--- src/rtl/chroni_vram_arbiter.sv ---
// chroni_vram_arbiter
// Single-port VRAM arbiter between the chroni video fetch engine and the CPU.
// Video reads have priority. All outputs are registered and there is a
// minimum of one IDLE cycle between transactions, so chroni's address update
// on the ack edge is always sampled fresh.
//
// Optional feature macro: CHRONI_VRAM_STARVE_EN
//   When defined, a saturating wait counter lets a starved CPU request
//   override video priority once it reaches CPU_MAX_WAIT cycles.
//
// Parameters:
//   RAM_AW        RAM address width ({page, addr} truncated to RAM_AW LSBs)
//   RAM_LAT       cycles from ram_addr valid to ram_rdata valid (1..4)
//   CPU_MAX_WAIT  starvation threshold in cycles (1..255)
//
// Ports:
//   vga_clk, reset_n        clock, synchronous active-low reset
//   vid_addr/vid_page       chroni read address (13-bit addr, 8-bit page)
//   vid_rd_req/vid_rd_ack   chroni level request / one-cycle ack pulse
//   vid_data                video read data, held until next video ack
//   cpu_vram_addr           CPU {page, addr}
//   cpu_vram_wdata          CPU write data
//   cpu_vram_we/re          CPU write / read requests (level)
//   cpu_vram_rdata          CPU read data, held until next CPU read ack
//   cpu_vram_ready          one-cycle CPU completion pulse
//   ram_addr/we/wdata/rdata synchronous block RAM port
//
// States:
//   state     | meaning
//   IDLE      | sample requests and latch address/data of the winner
//   VID_RD    | video read in flight, waiting RAM_LAT cycles
//   VID_ACK   | vid_rd_ack pulse cycle
//   CPU_RD    | CPU read in flight, waiting RAM_LAT cycles
//   CPU_WR    | ram_we asserted for this single cycle
//   CPU_ACK   | cpu_vram_ready pulse cycle
module chroni_vram_arbiter #(
  parameter int RAM_AW       = 16,
  parameter int RAM_LAT      = 1,
  parameter int CPU_MAX_WAIT = 32
) (
  input  logic              vga_clk,
  input  logic              reset_n,
  input  logic [12:0]       vid_addr,
  input  logic [7:0]        vid_page,
  input  logic              vid_rd_req,
  output logic              vid_rd_ack,
  output logic [7:0]        vid_data,
  input  logic [20:0]       cpu_vram_addr,
  input  logic [7:0]        cpu_vram_wdata,
  input  logic              cpu_vram_we,
  input  logic              cpu_vram_re,
  output logic [7:0]        cpu_vram_rdata,
  output logic              cpu_vram_ready,
  output logic [RAM_AW-1:0] ram_addr,
  output logic              ram_we,
  output logic [7:0]        ram_wdata,
  input  logic [7:0]        ram_rdata
);

  typedef enum logic [2:0] {
    S_IDLE, S_VID_RD, S_VID_ACK, S_CPU_RD, S_CPU_WR, S_CPU_ACK
  } state_t;

  localparam logic [2:0] LAT_LOAD  = 3'(RAM_LAT);
  localparam logic [7:0] MAX_WAIT8 = 8'(CPU_MAX_WAIT);

  state_t     state, next_state;
  logic [2:0] lat_cnt;
  logic       lat_done;
  logic       cpu_req;
  logic       starve_hit;
  logic       vid_grant, cpu_rd_grant, cpu_wr_grant;
  logic       vid_capture, cpu_capture;

  assign cpu_req  = cpu_vram_we | cpu_vram_re;
  assign lat_done = (lat_cnt == 3'd0);

  always_ff @(posedge vga_clk) begin
    if (!reset_n) state <= S_IDLE;
    else          state <= next_state;
  end

  always_comb begin
    next_state = state;
    case (state)
      S_IDLE: begin
        // Write wins over a simultaneous read from the CPU.
        if (cpu_req && starve_hit) next_state = cpu_vram_we ? S_CPU_WR : S_CPU_RD;
        else if (vid_rd_req)       next_state = S_VID_RD;
        else if (cpu_vram_we)      next_state = S_CPU_WR;
        else if (cpu_vram_re)      next_state = S_CPU_RD;
      end
      S_VID_RD:  if (lat_done) next_state = S_VID_ACK;
      S_CPU_RD:  if (lat_done) next_state = S_CPU_ACK;
      S_CPU_WR:  next_state = S_CPU_ACK;
      S_VID_ACK: next_state = S_IDLE;
      S_CPU_ACK: next_state = S_IDLE;
      default:   next_state = S_IDLE;
    endcase
  end

  always_comb begin
    vid_grant    = (state == S_IDLE) && (next_state == S_VID_RD);
    cpu_rd_grant = (state == S_IDLE) && (next_state == S_CPU_RD);
    cpu_wr_grant = (state == S_IDLE) && (next_state == S_CPU_WR);
    vid_capture  = (state == S_VID_RD) && lat_done;
    cpu_capture  = (state == S_CPU_RD) && lat_done;
  end

  // Registered outputs and datapath; every output is a flop.
  always_ff @(posedge vga_clk) begin
    if (!reset_n) begin
      vid_rd_ack     <= 1'b0;
      vid_data       <= 8'h00;
      cpu_vram_rdata <= 8'h00;
      cpu_vram_ready <= 1'b0;
      ram_addr       <= '0;
      ram_we         <= 1'b0;
      ram_wdata      <= 8'h00;
      lat_cnt        <= 3'd0;
    end else begin
      vid_rd_ack     <= vid_capture;
      cpu_vram_ready <= cpu_capture || (state == S_CPU_WR);
      ram_we         <= cpu_wr_grant;
      if (vid_grant)
        ram_addr <= RAM_AW'({vid_page, vid_addr});
      else if (cpu_rd_grant || cpu_wr_grant)
        ram_addr <= RAM_AW'(cpu_vram_addr);
      if (cpu_wr_grant) ram_wdata <= cpu_vram_wdata;
      // Down-counter: loaded with RAM_LAT at grant, data is valid at zero.
      if (vid_grant || cpu_rd_grant) lat_cnt <= LAT_LOAD;
      else if (!lat_done)            lat_cnt <= lat_cnt - 3'd1;
      if (vid_capture) vid_data       <= ram_rdata;
      if (cpu_capture) cpu_vram_rdata <= ram_rdata;
    end
  end

`ifdef CHRONI_VRAM_STARVE_EN
  logic [7:0] starve_cnt;
  logic       cpu_busy;

  // Waiting only counts while the CPU is not itself being served.
  assign cpu_busy   = (state == S_CPU_RD) || (state == S_CPU_WR) || (state == S_CPU_ACK);
  assign starve_hit = (starve_cnt >= MAX_WAIT8);

  always_ff @(posedge vga_clk) begin
    if (!reset_n)
      starve_cnt <= 8'd0;
    else if (cpu_rd_grant || cpu_wr_grant)
      starve_cnt <= 8'd0;
    else if (cpu_req && !cpu_busy && (starve_cnt != 8'hFF))
      starve_cnt <= starve_cnt + 8'd1;
  end
`else
  logic [7:0] unused_max_wait;

  assign starve_hit      = 1'b0;
  assign unused_max_wait = MAX_WAIT8;
`endif

endmodule
--- config.mk ---
export PLATFORM = sky130hd
export DESIGN_NAME = chroni_vram_arbiter
export DESIGN_NICKNAME = d
export VERILOG_FILES = /design/src/rtl/chroni_vram_arbiter.sv
export SDC_FILE = /design/constraint.sdc
export NUM_CORES = 1
export LEC_CHECK = 0
export ABC_AREA = 1
export CORE_MARGIN = 5
export CORE_UTILIZATION = 44
export CTS_CLUSTER_DIAMETER = 100
export DETAILED_ROUTE_END_ITERATION = 10
export PLACE_DENSITY_LB_ADDON = 0.2
export SYNTH_ARGS = -nofsm -noshare
export SYNTH_HDL_FRONTEND = slang
export SYNTH_SLANG_ARGS = --single-unit
export TNS_END_PERCENT = 30
--- constraint.sdc ---
create_clock -name vga_clk -period 4.7 [get_ports vga_clk]
set_clock_uncertainty 0.2 [all_clocks]
set_input_delay 0.47 -clock vga_clk [delete_from_list [all_inputs] [get_ports vga_clk]]
set_output_delay 0.47 -clock vga_clk [all_outputs]
set_load 0.03 [all_outputs]
---- Word-level counts from Yosys, hierarchy flattened ----
Index checks and enable logic that the tools add are counted.
storage, ports and cells
  input bits .............................. 63
  register bits ........................... 49
  logic and storage cells ................. 41
  output and inout port bits .............. 43
cells by class
  muxes and demuxes ....................... 10
  bitwise logic cells ..................... 1
  $add $sub $neg .......................... 1
  reduce and logical (&&, ||, !) cells .... 12
  eq/ne operators ......................... 7
operator list
  kind                   number
  $mux W16               2
  $mux W3                5
  $pmux W3 S4            1
  $eq A3 B1 Y1 const B   2
  $eq A3 B2 Y1 const B   2
  $eq A3 B3 Y1 const B   2
  $logic_not A3 Y1       2
  $logic_and A1 B1 Y1    5
  $logic_or A1 B1 Y1     3
  $sub A3 B1 Y3 const B  1
  $mux W1                2
  $ne A2 B1 Y1 const B   1
  $reduce_bool A2 Y1     1
  $reduce_or A2 Y1       1
  $not A1 Y1             1

---- Depth between registers and ports, before layout ----
Gate-level depths: netlist of run 1.
  word-level depth ........................ 9
  depth in mapped cells ................... 12
  depth with buffers taken out ............ 11

---- Worst setup path after synthesis of run 1 ----
No wires, ideal clock.
  path kind ............................... register to register
  start point ............................. reg lat_cnt[0]
  end point ............................... reg ram_addr[10]
  clock period less this slack ............ 1726 ps
  stages on the path, launching flop included .. 13
  buffers on the path ..................... 1
  data required time ...................... 4391 ps
  path slack .............................. 2974 ps
  library setup time ...................... 109 ps
  arrival ................................. 1417 ps
  cell sequence ........................... dfxtp_1 -> inv_1 -> ha_1 -> inv_1 -> nor2_4 -> nor2_1 -> nor2_2 -> nand3_4 -> buf_12 -> nand2_2 -> nand3_1 -> nand2_1 -> inv_1
on the way
  cells in the longest elaborated chain, start to end .. 7
  elaborated cells between the ends (all ways) .. 13
  those cells by class .................... 3 x eq/ne; 4 x mux; 6 x reduce/logical
ends and longest elaborated chain
  item                                                 RTL line  source
  from (decl)                                          68        logic [2:0] lat_cnt;
  from (signal assigned)                               132       else if (!lat_done) lat_cnt <= lat_cnt - 3'd1;
  $logic_not A3 Y1 (*)                                 76        assign lat_done = (lat_cnt == 3'd0);
  $mux W3 (on tied branches)                           94, 93
  $pmux W3 S4 (*)                                      85        case (state)
  $eq A3 B2 Y1 / $eq A3 B3 Y1 (equally long branches)  104, 105
  $logic_and A1 B1 Y1 (on tied branches)               104, 105
  $logic_or A1 B1 Y1                                   127       else if (cpu_rd_grant || cpu_wr_grant)
  $reduce_bool A2 Y1 (no line)                         -
  to (signal assigned)                                 126       ram_addr <= RAM_AW'({vid_page, vid_addr});
  to (signal assigned)                                 128       ram_addr <= RAM_AW'(cpu_vram_addr);
  to (decl)                                            54        output logic [RAM_AW-1:0] ram_addr,
Mark *: on every way between the ends. The rest lies on a longest branch, timed or not.
A chain may end at the register's enable or synchronous reset.

---- Worst setup path in the final report of run 1 ----
  start point ............................. in cpu_vram_re
  end point ............................... reg ram_addr[7]
on the way
  cells in the longest elaborated chain, start to end .. 8
  elaborated cells between the ends (all ways) .. 13
  those cells by class .................... 3 x eq/ne; 5 x mux; 5 x reduce/logical
ends and longest elaborated chain
  item                                                 RTL line  source
  from (decl)                                          51        input logic cpu_vram_re,
  $mux W3 (*)                                          91        else if (cpu_vram_re) next_state = S_CPU_RD;
  $mux W3 (*)                                          90        else if (cpu_vram_we) next_state = S_CPU_WR;
  $mux W3 (*)                                          89        else if (vid_rd_req) next_state = S_VID_RD;
  $pmux W3 S4 (*)                                      85
  $eq A3 B2 Y1 / $eq A3 B3 Y1 (equally long branches)  104, 105
  $logic_and A1 B1 Y1 (on tied branches)               104, 105
  $logic_or A1 B1 Y1                                   127
  $reduce_bool A2 Y1 (no line)                         -
Marked as above.

==> results.txt, run 1 <==
Layout fillers -> 483
maximum clock rate -> 421 MHz
Finish-stage setup viols -> 0
CTS root buffer -> clkbuf_8
Mapped Cells -> 307
cell taking the most area after synthesis -> dfxtp_1
crit path DAT -> 2.38 ns
Post-synth EDFFs -> 0
top_reg_cell synth -> dfxtp_1
status -> completed
diode count -> 0
largest net degree at the start of global routing -> 33
clock sinks -> 49
Synth top area share -> 43.2%
Max IR drop VDD -> 0.298 mV
critical path type -> in2reg
crit path cell chain -> clkdlybuf4s50_1, inv_1, a21oi_1, nor2_1, nand2_1, nand2_2, o21ai_0, inv_1, nand2_1, inv_1
setup slack, reg-to-reg -> 2.52 ns
Antenna Nets Post-Route -> 0
Starting Density -> 44.7%
Buf/Inv on CP -> 4
YS warnings -> 0
reg2reg end -> ram_addr[7]
Endpoint, Worst Hold -> lat_cnt[1]
global-route wire length before repair -> 9.54 mm
Crit path top cell by count -> inv_1
Slew @ Worst Pin -> 0.874 ns
number of buffers added on ports -> 95
Worst setup SP type -> primary input
WP data required -> 4.70 ns
Final Cycle Share -> 50.6%
Hold Buf Count CTS -> 0
leakage -> 1.54 nW
asr flop ratio synth -> 0%
top cells by area, synth -> dfxtp_1 43%, nor2_1 9.3%, o21ai_0 7.7%, inv_1 7.1%, nand3_1 6.6%
Post-Syn Nets -> 372
Yosys reg bits -> 49
Yosys cell types -> 27
Fin. Hold Viols -> 0
WL met3 -> 543 µm
Vias/cell -> 4.65
Die Width -> 81.8 µm
max_cap viols -> 0
Hold Startpoint -> lat_cnt[1]
Synth top cells by count -> 56 x nor2_1, 49 x dfxtp_1, 43 x inv_1, 35 x o21ai_0, 30 x nand3_1
H-Tree Depth -> 2
IO Count -> 106
max-slew violations -> 0
Hold WC Path Type -> reg2reg
Synth Cell Area -> 2270 µm²
Crit Path Max Fanout -> 32
multi-input logic area -> 1010 µm²
Num CTS Buffers -> 5
minimum clock period -> 2.38 ns
Die Ht -> 81.8 µm
count leader, synth -> nor2_1
setup bufs post-CTS -> 0
Cell Pwr Density -> 586 nW/µm²
placed instance area -> 3230 µm²
total die area -> 6690 µm²
placed insts -> 462
TNS Setup -> 0 ns
row count -> 26
final core utilization -> 65.5%
Detailed Place HPWL -> 4.25 mm
DRT met1 WL -> 2.41 mm
later-pin clock latency in the skew report -> 0.30 ns
# nets final -> 464
crit path capture type -> flop
Slew HR -> 41.6%
Clock Pin Slew Worst Setup and Hold Paths -> 0.09 ns
delay-heaviest family, CP -> simple AND/OR/NAND/NOR gates
DR WL/cell -> 12.5 µm
GPL Wtd Cong -> 0.810
CTS tree -> yes
DRC -> 0
share of cells above drive strength 1 -> 11.3%
CTS resizes -> 0
reg2reg start -> state[2]
sequential share of the synthesized area -> 43.2%
met2 WL -> 2.84 mm
Reg2Reg Depth -> 9
core area -> 5070 µm²
initial DRC count -> 71
area taken by flip-flops and latches -> 981 µm²
vias in the first global route -> 2,100
initial antenna violation count -> 0
DRT Wirelength -> 5.87 mm
clock buffer depth -> 2
final instance area -> 3320 µm²
RSZ-0062 raised after global routing -> no
delay of the slowest critical-path stage -> 0.48 ns
vias -> 2,185
first drt pass iteration count -> 4
Min Hold Slack -> 0.265 ns
hold path cells -> 2
Top Metal Used -> met4
GRT Total Usage -> 18.4%
Critical-path top delay cell -> clkdlybuf4s50_1
final std cells w/o fill -> 470
area growth from synthesis to layout -> 46.4%
grt ovf -> 0
Avg Cell Area, Syn -> 7.39 µm²
-- state kept, by name (all words and copies together) (netlist names) --
name	flops
lat_cnt	3
ram_wdata	8
cpu_vram_ready	1
ram_we	1
vid_rd_ack	1
state	3
ram_addr	16
cpu_vram_rdata	8
vid_data	8
-- layout make-up --
| cell class | instances | area share (%) |
|---|---|---|
| clock buffers | 6 | 2.49 |
| clock inverters | 2 | 0.414 |
| inverters | 49 | 5.69 |
| multi-input cells | 198 | 30.4 |
| flip-flops and latches | 49 | 29.5 |
| well taps | 70 | 2.64 |
| repair buffers | 96 | 28.9 |
-- stage by stage --
stage	setup slack (ns)	total power, W
6_report	2.32	0.00195
5_1_grt	2.05	0.00210
4_1_cts	2.31	0.00197
3_5_place_dp	2.00	0.00170
3_3_place_gp	2.04	0.00168
2_1_floorplan	2.97	0.00139
-- power by group --
group          leakage (nW)  total (W)  switching, W  internal [W]
Combinational          1.09    0.00108      0.000672      0.000406
Sequential            0.402   0.000611     0.0000681      0.000543
Clock                0.0512   0.000258      0.000139      0.000119
Total                  1.54    0.00195      0.000878       0.00107
-- per-layer routing --
layer / vias up / global-route usage (%)
met5: - / 0
met4: 0 / 5.48
met3: 9 / 6.25
met2: 73 / 31.3
met1: 960 / 21.8
li1: 1143 / -
-- cells by family (layout without fill, tap and decap cells) --
family	Yosys count	count (layout)	synth area share (%)
AO/OA/AOI/OAI	48	48	10.7
AND/OR/NAND/NOR	146	146	31.9
buffers and inverters	60	153	12.3
XOR/XNOR	2	2	0.772
adder cells (fa/ha/maj)	2	2	1.10
flip-flops	49	49	43.2
-- worst reg2reg max path: cells and delay by family, from the launching register on --
kind | cells | cell delay [ns]
and+or+nand+nor | 4 | 0.91
DFF | 1 | 0.39
buffers and inverters | 4 | 0.27
AOI/OAI and AO/OA | 1 | 0.32
-- cell usage in the layout, fill, tap and decap left out, drive strengths merged --
| cell type | Yosys | final |
|---|---|---|
| clkdlybuf4s50 | 0 | 95 |
| nor2 | 63 | 63 |
| dfxtp | 49 | 49 |
| inv | 48 | 48 |
| nand2 | 44 | 44 |
| o21ai | 40 | 40 |
| nand3 | 37 | 37 |
| a21oi | 6 | 6 |
| clkbuf | 4 | 6 |
| clkinv | 1 | 3 |
| ha | 2 | 2 |
| or2 | 1 | 1 |
| o21bai | 1 | 1 |
| a31oi | 1 | 1 |
| xnor2 | 1 | 1 |
| nor3 | 1 | 1 |
| xor2 | 1 | 1 |
| buf | 7 | 1 |
-- worst max path at each step --
| stage | slack, ns | from | endpoint | cells past startpoint |
|---|---|---|---|---|
| after floorplan | 2.97 | lat_cnt[0] | ram_addr[10] | 12 |
| after global placement | 2.04 | cpu_vram_re | ram_addr[10] | 10 |
| after detailed placement | 2.00 | cpu_vram_re | ram_addr[7] | 10 |
| after CTS | 2.31 | cpu_vram_re | ram_addr[7] | 10 |
| after global routing | 2.05 | cpu_vram_re | ram_addr[14] | 10 |
| final | 2.32 | cpu_vram_re | ram_addr[7] | 10 |
Note: power is estimated with default switching activity, not from simulation.
==> inputs of run 2 (changes only) <==
--- a/config.mk
+++ b/config.mk
@@ -7,7 +7,7 @@
 export LEC_CHECK = 0
 export ABC_AREA = 1
 export CORE_MARGIN = 5
-export CORE_UTILIZATION = 44
+export CORE_UTILIZATION = 41
 export CTS_CLUSTER_DIAMETER = 100
 export DETAILED_ROUTE_END_ITERATION = 10
 export PLACE_DENSITY_LB_ADDON = 0.2
==> constraint.sdc (replaced) <==
create_clock -name vga_clk -period 2.3 [get_ports vga_clk]
set_clock_uncertainty 0.2 [all_clocks]
set_input_delay 0.23 -clock vga_clk [delete_from_list [all_inputs] [get_ports vga_clk]]
set_output_delay 0.23 -clock vga_clk [all_outputs]
set_load 0.03 [all_outputs]
==> run 2 against run 1 <==
Against the previous run: worst hold slack improved by 0.0013 ns; largest cell class unchanged; sequential share of layout area decreased by 0.40 points; global-route usage shrank 2.7 points; final cell count rose by 1.3%; count of clock-buffer cells in the layout did not move; routed wire length shrank 4.3%; largest power group unchanged.
==> results.txt, run 2 (synthesized netlist as in run 1, its figures left out) <==
status -> completed
WP data required -> 2.30 ns (-2.40 ns)
grt ovf -> 0 (unchanged)
critical path type -> reg2reg
initial DRC count -> 64 (-9.9%)
minimum clock period -> 1.91 ns
Slew @ Worst Pin -> 0.382 ns (-0.492 ns)
clock buffer depth -> 2 (unchanged)
TNS Setup -> 0 ns (unchanged)
CTS tree -> yes
maximum clock rate -> 523 MHz
H-Tree Depth -> 2 (unchanged)
Cell Pwr Density -> 1190 nW/µm² (+100%)
core area -> 5440 µm² (+7.2%)
global-route wire length before repair -> 9.34 mm (-2.1%)
total die area -> 7120 µm² (+6.4%)
leakage -> 1.57 nW (+1.6%)
Hold Buf Count CTS -> 0 (unchanged)
Antenna Nets Post-Route -> 0 (unchanged)
largest net degree at the start of global routing -> 43 (+30%)
Die Width -> 84.4 µm (+3.2%)
GPL Wtd Cong -> 0.800 (-1.2%)
Crit Path Max Fanout -> 16 (-50%)
diode count -> 0 (unchanged)
crit path capture type -> flop
initial antenna violation count -> 0 (unchanged)
CTS resizes -> 0 (unchanged)
crit path DAT -> 1.91 ns (-0.47 ns)
vias in the first global route -> 2,050 (-2.4%)
Vias/cell -> 4.58 (-1.5%)
Slew HR -> 74.5% (+33 points)
GRT Total Usage -> 15.7% (-2.7 points)
Design Power -> 0.00401 W (+110%)
Num CTS Buffers -> 5 (unchanged)
largest reg by FF count -> ram_addr
max-slew violations -> 0 (unchanged)
RSZ-0062 raised after global routing -> no
setup bufs post-CTS -> 0 (unchanged)
later-pin clock latency in the skew report -> 0.29 ns (about the same)
Largest register FFs -> 16 (unchanged)
max_cap viols -> 0 (unchanged)
Starting Density -> 41.7% (-3.0 points)
vias -> 2,180 (-0.23%)
share of cells above drive strength 1 -> 12.1% (+0.88 points)
first drt pass iteration count -> 4 (unchanged)
Min Hold Slack -> 0.266 ns (+0.00125 ns)
# nets final -> 468 (+0.86%)
Detailed Place HPWL -> 4.17 mm (-1.8%)
area growth from synthesis to layout -> 48.3%
Die Ht -> 84.4 µm (+3.2%)
Worst setup SP type -> flop
clock sinks -> 49 (unchanged)
Hold WC Path Type -> reg2reg
IO Count -> 106 (unchanged)
DR WL/cell -> 11.8 µm (-5.5%)
Clock Pin Slew Worst Setup and Hold Paths -> 0.09 ns (about the same)
row count -> 27 (+3.8%)
Final Cycle Share -> 83.2%
CTS root buffer -> clkbuf_8
DRT Wirelength -> 5.62 mm (-4.3%)
Max IR drop VDD -> 0.656 mV (+120%)
number of buffers added on ports -> 95 (unchanged)
DRC -> 0 (unchanged)
commonest cells after routing, fill and taps aside -> 95 x clkdlybuf4s50_1, 56 x nor2_1, 49 x dfxtp_1, 43 x inv_1, 35 x o21ai_0
Fin. Hold Viols -> 0 (unchanged)
commonest non-fill, non-tap cell in the layout -> clkdlybuf4s50_1
Finish-stage setup viols -> 0 (unchanged)
## run 2: changes by cell type in the layout (fill, tap and decap cells not counted), sizes merged
| cell | change |
|---|---|
| buf | +4 |
## run 2: path summary, 6_finish.rpt
kind | end | slack, ns | start | cells past startpoint
hold reg to reg | lat_cnt[1] | 0.27 | lat_cnt[1] | 2
setup reg to reg | ram_addr[0] | 0.39 | lat_cnt[0] | 11
hold / removal | lat_cnt[1] | 0.27 | lat_cnt[1] | 2
setup / recovery | ram_addr[0] | 0.39 | lat_cnt[0] | 11
## run 2: routing by layer
| layer | vias to the layer above | GRT usage (%) | routed length [µm] |
|---|---|---|---|
| met5 | - | 0 | 0 |
| met4 | 0 | 3.02 | 37 |
| met3 | 6 | 5.69 | 415 |
| met2 | 55 | 26.9 | 2700 |
| met1 | 970 | 19.1 | 2460 |
| li1 | 1149 | - | - |
## run 2: final cells by class
class / count / area, µm²
timing repair buffer: 100 / 1000
inverter: 49 / 189
clock inverter: 2 / 13.8
tap: 72 / 90.1
multi-input combinational: 198 / 1010
sequential: 49 / 981
clock buffer: 6 / 82.6
fill: 514 / 2070
## run 2: worst max-delay path, stage by stage, from the launching register on
cell,delay [ns]
dfxtp_1,0.31
inv_1,0.10
ha_1,0.19
inv_1,0.08
nor2_4,0.17
nor2_1,0.08
nor2_2,0.15
nand3_4,0.24
nand2_1,0.12
nand3_1,0.08
nand2_1,0.07
inv_1,0.03
## run 2: metrics by stage
stage          instance area (µm²)  util, %  instances  setup WS [ns]
5_1_grt                       3370     61.9        476          0.167
6_report                      3370     61.9        476          0.387
4_1_cts                       3370     61.9        476          0.365
3_3_place_gp                  3270     60.1        468          0.272
3_5_place_dp                  3270     60.1        468          0.259
2_1_floorplan                 2270        -        307          0.574
## run 2: report_power, final
group	total, W	internal [W]	switching (W)
Combinational	0.00224	0.000880	0.00136
Sequential	0.00125	0.00111	0.000138
Clock	0.000521	0.000244	0.000277
==> RTL change, RTL diff (flow settings as in run 1) <==
The 6 states of `state_t` get a one-hot encoding in 6 bits.
--- a/src/rtl/chroni_vram_arbiter.sv
+++ b/src/rtl/chroni_vram_arbiter.sv
@@ -59,4 +59,4 @@
 
-  typedef enum logic [2:0] {
-    S_IDLE, S_VID_RD, S_VID_ACK, S_CPU_RD, S_CPU_WR, S_CPU_ACK
+  typedef enum logic [5:0] {
+    S_IDLE = 6'b000001, S_VID_RD = 6'b000010, S_VID_ACK = 6'b000100, S_CPU_RD = 6'b001000, S_CPU_WR = 6'b010000, S_CPU_ACK = 6'b100000
   } state_t;
Function: no difference found for any inputs over 10 cycles, from zero or initial values and one cycle with reset_n low; not proved beyond that.
==> RTL change against run 1 <==
  * Routed wire length grew 8.9%
  * Cell area grew 4.2%
  * Sequential cell count grew 3
  * Worst setup slack gained 0.095 ns
  * Hold slack gained 0.059 ns
  * Critical path depth shrank 1
  * Synthesized area grew 5.0%
  * Highest routed layer unchanged
Power is not compared: it rests on default switching activity, and its combinational part moved more than twofold at a synthesized area within 25%.
==> RTL change: results (changes against run 1) <==
metric;value;unit;change
status;completed;;
Num CTS Buffers;5;;unchanged
share of layout cells above drive strength 1;9.20;%;-2.1 points
Clock Tree Root;clkbuf_8;;
first-pass GRT wire length;10900;um;+14%
Hold Crit Class;reg -> reg;;
Crit Path Max Fanout;18;;-44%
post-CTS resize count;0;;unchanged
Reg with most FFs;ram_addr;;
Synth cell types;29;;+7.4%
# port buffers;95;;unchanged
synth cell count leaders;nor2_1 (81), dfxtp_1 (52), nand2_1 (51);;
WHS Endpoint;ram_wdata[7];;
leakage dissipation;1.55;nW;
worst skew pair latency;0.30;ns;about the same
WP data arrival;2.32;ns;-0.06 ns
DRT iter0 DRCs;141;;+99%
number of flip-flops in the largest register;16;;unchanged
clk slew on worst S/H paths;0.09;ns;about the same
hold_buf cts;0;;unchanged
antenna violations before repair;0;;unchanged
final wirelength;6390;um;+8.9%
Post-synth ARST share;0;%;unchanged
ranking of synthesized cells by area;dfxtp_1 (44%), nor2_1 (13%), nand2_1 (8.0%);;
antenna cells;0;;unchanged
number of synthesis warnings;0;;unchanged
Max-slew headroom;56.5;%;+15 points
area share of fa/ha/maj cells after synthesis;1.05;%;-0.053 points
post-synthesis sequential area ratio;43.7;%;+0.46 points
Worst Reg-to-Reg Cells;9;;unchanged
Syn Nets;397;;+6.7%
reg-to-reg slack, setup;2.58;ns;+0.06 ns
Hold Path Depth;2;;unchanged
compound-cell area share of the yosys netlist;7.72;%;-3.0 points
post-synthesis mux area share;0;%;unchanged
reg2reg start;lat_cnt[0];;
setup bufs post-CTS;0;;unchanged
Detailed Routing Iterations Pass 1;7;;+3
largest net degree at the start of global routing;27;;-18%
Fillers;451;;-6.6%
Tot GR Track Use;18.5;%;+0.16 points
vias;2362;;+8.1%
HPWL after DPL;4560;um;+7.3%
Hold Crit Start;ram_wdata[7];;
xor/xnor share of the synthesized area;0;%;-0.77 points
# nets final;488;;+5.2%
Max VDD drop;250;uV;
GP Congestion;0.794;;-2.0%
CTS max path bufs;2;;unchanged
r2r endpoint;vid_data[5];;
H-tree levels;2;;unchanged
via count of the first global-routing pass;2335;;+11%
-- RTL change: cell types whose count changed after synthesis, moves of 3 or more --
cell | before | now
nor2_1 | 56 | 81
nand2_1 | 29 | 51
inv_1 | 43 | 26
nand2_2 | 14 | 2
nor2_2 | 4 | 13
o21ai_0 | 35 | 27
nand3_1 | 30 | 36
nand3_2 | 5 | 1
nand4_1 | 0 | 4
o21ai_1 | 5 | 1
dfxtp_1 | 49 | 52
-- RTL change: kinds of logic after synthesis --
kind of cell / count (synthesis)
simple gates: 199
flops: 52
buf+inv: 45
compound gates: 34
fa+ha+maj: 2
-- RTL change: where the power goes --
group | switching [mW] | leakage [nW] | total (mW) | internal [mW]
clock network | 0.149 | 0.0558 | 0.310 | 0.161
registers | 0.0269 | 0.425 | 0.522 | 0.495
logic | 0.302 | 1.07 | 0.501 | 0.199
total | 0.477 | 1.55 | 1.33 | 0.855
-- RTL change: worst max-delay path, stage by stage --
cell	delay, ns
clkdlybuf4s50_1	0.52
inv_2	0.05
nand3_1	0.12
nand2_4	0.16
nand2_4	0.25
nand2_4	0.09
nor2_4	0.41
nor2_1	0.09
nor2_1	0.13
-- RTL change: layout make-up --
| type | count | area, um^2 | area share [%] |
|---|---|---|---|
| Clock buffer | 6 | 72.6 | 2.10 |
| Timing Repair Buffer | 96 | 958 | 27.7 |
| Tap cell | 70 | 87.6 | 2.53 |
| Multi-Input combinational cell | 235 | 1140 | 32.9 |
| Clock inverter | 2 | 38.8 | 1.12 |
| Sequential cell | 52 | 1040 | 30.1 |
| Inverter | 33 | 126 | 3.65 |
-- RTL change: worst max-delay path by stage --
stage                            from          end  slack, ns  cells after the start
after global placement    cpu_vram_we  ram_addr[3]       2.11                      9
after floorplan            lat_cnt[0]  vid_data[0]       3.01                      9
final                     cpu_vram_we  ram_addr[4]       2.42                      9
after global routing      cpu_vram_we  ram_addr[3]       2.25                      9
after detailed placement  cpu_vram_we  ram_addr[4]       2.10                      9
after CTS                 cpu_vram_we  ram_addr[4]       2.40                      9
-- RTL change: stage by stage --
stage / std cells / utilization (%) / hold WS (ns) / instance area, um^2 / worst slack [ns]
3_3_place_gp: 486 / 64.8 / 0.292 / 3350 / 2.11
5_1_grt: 494 / 66.9 / 0.349 / 3460 / 2.25
6_report: 494 / 66.9 / 0.324 / 3460 / 2.42
3_5_place_dp: 486 / 64.8 / 0.299 / 3350 / 2.10
2_1_floorplan: 332 / - / 0.305 / 2380 / 3.01
4_1_cts: 494 / 66.9 / 0.324 / 3460 / 2.40
-- RTL change: layer usage --
layer | wire (um) | GRT usage, %
met1 | 2920 | 22.5
met2 | 2880 | 30.3
met3 | 491 | 6.71
met4 | 100 | 6.14
met5 | 0 | 0
